## config.mk

```make
export PLATFORM = sky130hd
export DESIGN_NAME = zube_shift_frame
export DESIGN_NICKNAME = d
export VERILOG_FILES = /design/src/rtl/zube_pkg.sv /design/src/rtl/zube_frame_counter.sv /design/src/rtl/zube_shift_frame.sv
export SDC_FILE = /design/constraint.sdc
export NUM_CORES = 1
export LEC_CHECK = 0
export CAP_MARGIN = 20
export CORE_MARGIN = 5
export CORE_UTILIZATION = 30
export CTS_CLUSTER_DIAMETER = 100
export CTS_CLUSTER_SIZE = 12
export DETAILED_ROUTE_END_ITERATION = 12
export SYNTH_ARGS = -nofsm -noshare
export SYNTH_HDL_FRONTEND = slang
export SYNTH_SLANG_ARGS = --single-unit
```

## constraint.sdc

```tcl
create_clock -name clk -period 1.45 [get_ports clk]
set_clock_uncertainty 0.05 [all_clocks]
set_input_delay 0.29 -clock clk [delete_from_list [all_inputs] [get_ports clk]]
set_output_delay 0.29 -clock clk [all_outputs]
set_load 0.02 [all_outputs]
```

## src/rtl/zube_pkg.sv

```systemverilog
// Shared types and helpers for the zube serial framing register.
package zube_pkg;

    typedef enum logic {
        IDLE  = 1'b0,
        SHIFT = 1'b1
    } state_t;

    // Enough bits for a counter that may reach WIDTH (the parity slot).
    function automatic int cnt_width(input int width);
        return $clog2(width + 1);
    endfunction

endpackage

```

## src/rtl/zube_frame_counter.sv

```systemverilog
// Bit counter for one frame: counts cs-high edges, wraps after FLEN-1, clears when cs drops.
module zube_frame_counter
    import zube_pkg::*;
#(
    parameter int FLEN = 8,
    parameter int CW   = cnt_width(FLEN)
) (
    input  logic          clk,
    input  logic          reset,
    input  logic          cs,
    output logic [CW-1:0] cnt,
    output logic          frame_start,
    output logic          frame_end
);

    assign frame_start = cs && (cnt == '0);
    assign frame_end   = cs && (cnt == CW'(FLEN - 1));

    always_ff @(posedge clk) begin
        if (reset) begin
            cnt <= '0;
        end else if (cs) begin
            cnt <= frame_end ? '0 : cnt + 1'b1;
        end else begin
            cnt <= '0;
        end
    end

endmodule

```

## src/rtl/zube_shift_frame.sv

```systemverilog
// Chip-select-gated full-duplex framing register with parallel receive word.
// Optional even parity slot is compiled in with the ZUBE_PARITY_EN macro.
module zube_shift_frame
    import zube_pkg::*;
#(
    parameter int WIDTH     = 8,
    parameter bit MSB_FIRST = 1'b1
) (
    input  logic             clk,
    input  logic             reset,
    input  logic             cs,
    input  logic             data_in,
    output logic             data_out,
    input  logic             load,
    input  logic [WIDTH-1:0] load_data,
    output logic [WIDTH-1:0] par_out,
    output logic             par_valid,
    output logic             frame_err,
    output logic             par_err
);

`ifdef ZUBE_PARITY_EN
    localparam int FLEN = WIDTH + 1;
`else
    localparam int FLEN = WIDTH;
`endif
    localparam int CW = cnt_width(WIDTH);

    state_t           state;
    logic [CW-1:0]    cnt;
    logic             frame_start;
    logic             frame_end;
    logic [WIDTH-1:0] rx_shift;
    logic [WIDTH-1:0] rx_next;
    logic [WIDTH-1:0] rx_word;
    logic [WIDTH-1:0] tx_shift;
    logic [WIDTH-1:0] tx_buf;
    logic [WIDTH-1:0] tx_word;
    logic             data_out_q;

    zube_frame_counter #(
        .FLEN(FLEN),
        .CW  (CW)
    ) u_counter (
        .clk        (clk),
        .reset      (reset),
        .cs         (cs),
        .cnt        (cnt),
        .frame_start(frame_start),
        .frame_end  (frame_end)
    );

    // A load on the frame-start edge bypasses the buffer so the new word goes out immediately.
    always_comb begin
        tx_word = load ? load_data : tx_buf;
        if (MSB_FIRST) begin
            rx_next = {rx_shift[WIDTH-2:0], data_in};
        end else begin
            rx_next = {data_in, rx_shift[WIDTH-1:1]};
        end
`ifdef ZUBE_PARITY_EN
        rx_word = rx_shift;
`else
        rx_word = rx_next;
`endif
    end

    assign data_out = data_out_q & ~reset;

    always_ff @(posedge clk) begin
        if (reset) begin
            state     <= IDLE;
            par_out   <= '0;
            par_valid <= 1'b0;
            frame_err <= 1'b0;
        end else begin
            par_valid <= frame_end;
            frame_err <= 1'b0;
            if (frame_end) begin
                par_out <= rx_word;
            end
            case (state)
                IDLE: begin
                    if (cs) begin
                        state <= SHIFT;
                    end
                end
                SHIFT: begin
                    if (!cs) begin
                        state     <= IDLE;
                        frame_err <= (cnt != '0);
                    end
                end
                default: state <= IDLE;
            endcase
        end
    end

`ifdef ZUBE_PARITY_EN
    logic tx_par;
    logic par_err_q;

    always_ff @(posedge clk) begin
        if (reset) begin
            tx_par    <= 1'b0;
            par_err_q <= 1'b0;
        end else begin
            if (frame_start) begin
                tx_par <= ^tx_word;
            end
            par_err_q <= frame_end && (data_in != ^rx_shift);
        end
    end

    assign par_err = par_err_q;
`else
    assign par_err = 1'b0;
`endif

    always_ff @(posedge clk) begin
        if (reset) begin
            rx_shift   <= '0;
            tx_shift   <= '0;
            tx_buf     <= '0;
            data_out_q <= 1'b0;
        end else begin
            if (load) begin
                tx_buf <= load_data;
            end
            if (cs) begin
                rx_shift <= rx_next;
                if (frame_start) begin
                    if (MSB_FIRST) begin
                        data_out_q <= tx_word[WIDTH-1];
                        tx_shift   <= {tx_word[WIDTH-2:0], 1'b0};
                    end else begin
                        data_out_q <= tx_word[0];
                        tx_shift   <= {1'b0, tx_word[WIDTH-1:1]};
                    end
`ifdef ZUBE_PARITY_EN
                end else if (cnt == CW'(WIDTH)) begin
                    data_out_q <= tx_par;
`endif
                end else if (MSB_FIRST) begin
                    data_out_q <= tx_shift[WIDTH-1];
                    tx_shift   <= {tx_shift[WIDTH-2:0], 1'b0};
                end else begin
                    data_out_q <= tx_shift[0];
                    tx_shift   <= {1'b0, tx_shift[WIDTH-1:1]};
                end
            end else begin
                data_out_q <= 1'b0;
            end
        end
    end

endmodule

```

==> results.md <==
- Final global-route overflow total: 0
- Max_cap viols: 0
- Mux cell area share after synthesis: 10.68%
- Worst-Skew Late Latency: 0.29 ns
- Slew Limit Fails: 0
- Cell variety after synth: 28
- Synth Area in Compound Gates: 12.27%
- Tot GR Track Use: 10.02%
- Core box area: 4786 sq um
- Startpoint Class: register
- Final hold slack: 0.3164 ns
- Die area: 6510 sq um
- IO buf count: 23
- PD cells: just over 1000 nW/um^2
- Root buffer cell: clkbuf_8
- Slowest stage delay, CP: 0.44 ns
- CP Cell Sequence: inv_2, ha_4, or3b_4, a41oi_2, o31ai_1
- Primary FF master, synth: dfxtp_1
- DPL Wire Length: 1.984 mm
- Final setup violating endpoints: 0
- # IOs: 25
- Cts bufs inserted: 5
- Hold Fails Final Rpt: 0
- CTS tree: built
- Share of cells above drive strength 1: 21.93%
- Syn Inst Count: 150
- Synth area leaders: dfxtp_1, mux2i_1, nor2_1
- CTS H-Tree Depth: 2
- Final Power: 2.044 mW
- Worst Setup End Kind: register
- Via-to-Cell Ratio: 4.441
- Status: completed
- Synth top area share: 50.75%
- Antenna violations before repair: 0
- CP required: 1.58 ns
- Die H: between 80 and 90 um
- Syn Nets: 165
- Number of nets with antenna violations after routing: 0
- Crit path kind: reg2reg
- Sink Count: 38
- RSZ-0062 raised after global routing: yes
- First-pass GRT wire length: approximately 5.0 mm
- Largest family of logic cells by synthesized area: simple AND/OR/NAND/NOR gates
- DRC viols: 0
- Area Growth Syn to Fin: 35.64%
- Synthesized-area fraction occupied by adder cells: 1.669%
- Post-synthesis sequential area ratio: 50.75%
- Diodes inserted: 0
- Fill count: 492
- Pre-antenna DRT Iters: 2
- Largest net degree at the start of global routing: 34
- Post-synth EDFFs: 0
- Vias in the first global route: ~1100
- GP Congestion: roughly 0.7
- Area leader, netlist: dfxtp_1
- XOR/XNOR share of the synthesized area: less than 1%
- Starting Density: 31.32%
- Clk buf depth: 2
- Post-Syn Area: 1499 sq um
- Largest delay share family, worst path: simple AND/OR/NAND/NOR gates
- Final min period: 1.387 ns
- Worst min path class: in2reg
- Yosys reg bits: 38
- Clock-pin slew on the worst setup and hold paths: 0.07 ns
- Top-count cell post-synth: dfxtp_1
- Commonest cells post-synth: dfxtp_1, nor2_1, nand2_1
- Vias: 1128
- Die W: between 80 and 90 um
- Synth async-reset ratio: 0%
- Final period utilization: 95.68%
- Avg Cell Area, Syn: between 9 and 10 sq um
- Routed WL: a little over 3 mm
- Synth Warn #: 0
- # rows: 25
- Post-Synth Simple-Gate Area: 17.95%
- Crit path DAT: 1.52 ns
- Setup bufs post-CTS: 0
- Maximum vdd ir drop: 0.5813 mV
- WL/cell: 12.20 um
- Static leakage power: 0.8566 nW
- Nets: 201
- CP Buf/Inv Count: 1
- CP max FO: 6
- DRT iter0 DRCs: 56
- Critical path's slowest cell: or3b_4
- Fmax: 0.7208 GHz
- Hold_buf cts: 0
## per-layer routing
layer	track usage (%)	wire length [um]
met3	3.924	166
met1	12.47	1491
met5	0	0
met4	4.561	43
met2	15.15	1399
## report_power, final
part,internal (mW),total (mW),switching [mW]
Clock,0.383,0.740,0.357
Sequential,1.08,1.09,0.0143
Combinational,0.112,0.212,0.100
## repair_timing
action	4_1_cts	5_1_grt
cloned	1	1
setup endpoints to repair	20	16
gates resized for setup	14	15
pin swaps	0	7
## stage by stage
| stage | setup TNS (ns) | cell area, sq um | std cells | util [%] | setup slack [ns] |
|---|---|---|---|---|---|
| after detailed placement | -7.266 | 1873 | 244 | 39.14 | -0.4057 |
| after global placement | -7.599 | 1873 | 244 | 39.14 | -0.4248 |
| final | 0 | 2033 | 254 | 42.48 | 0.06262 |
| after global routing | -0.02142 | 2033 | 254 | 42.48 | -0.02142 |
| after floorplan | 0 | 1499 | 150 | - | 0.003045 |
| after CTS | -0.4652 | 1964 | 253 | 41.05 | -0.07187 |
## sequential cells by signal (all words and copies together), names as in the netlist
signal         count
par_out            8
tx_buf             8
rx_shift           7
tx_shift           7
u_counter.cnt      4
data_out_q         1
frame_err          1
par_valid          1
state              1
## cell usage in the layout (no fill, tap or decap), types with 2 or more instances in the layout
cell type and n:
dfxtp_1 36, nor2_1 20, nand2_1 17, mux2i_1 16, buf_4 14, clkdlybuf4s50_1 10, dlygate4sd2_1 10, a21oi_1 8
nor3b_1 8, a41oi_2 6, o31ai_1 6, clkbuf_8 6, inv_2 4, or3b_4 2, and3_1 2, dlymetal6s2s_1 2
buf_12 2, dfxtp_2 2
## logic make-up after synthesis
family	after synthesis
flops	38
simple gates	54
fa+ha+maj	2
buf+inv	16
mux	16
xor+xnor	1
other cells	1
compound gates	22
## layout make-up
class	instances	area (sq um)	share of cell area [%]
clock buffer	7	86.33	4.246
inverter	4	15.01	0.7385
tap	67	83.83	4.123
timing repair buffer	40	387.9	19.08
sequential	38	763.2	37.54
multi-input combinational	97	691.9	34.03
clock inverter	1	5.005	0.2462
## final timing paths
kind,from,to,slack [ns],cells after the start
min reg2reg,par_out[2],par_out[2],0.40,2
max reg2reg,u_counter.cnt[1],tx_shift[7],0.06,5
max,u_counter.cnt[1],tx_shift[7],0.06,5
min,cs,frame_err,0.32,2
Power figures use the tool's default switching activity.
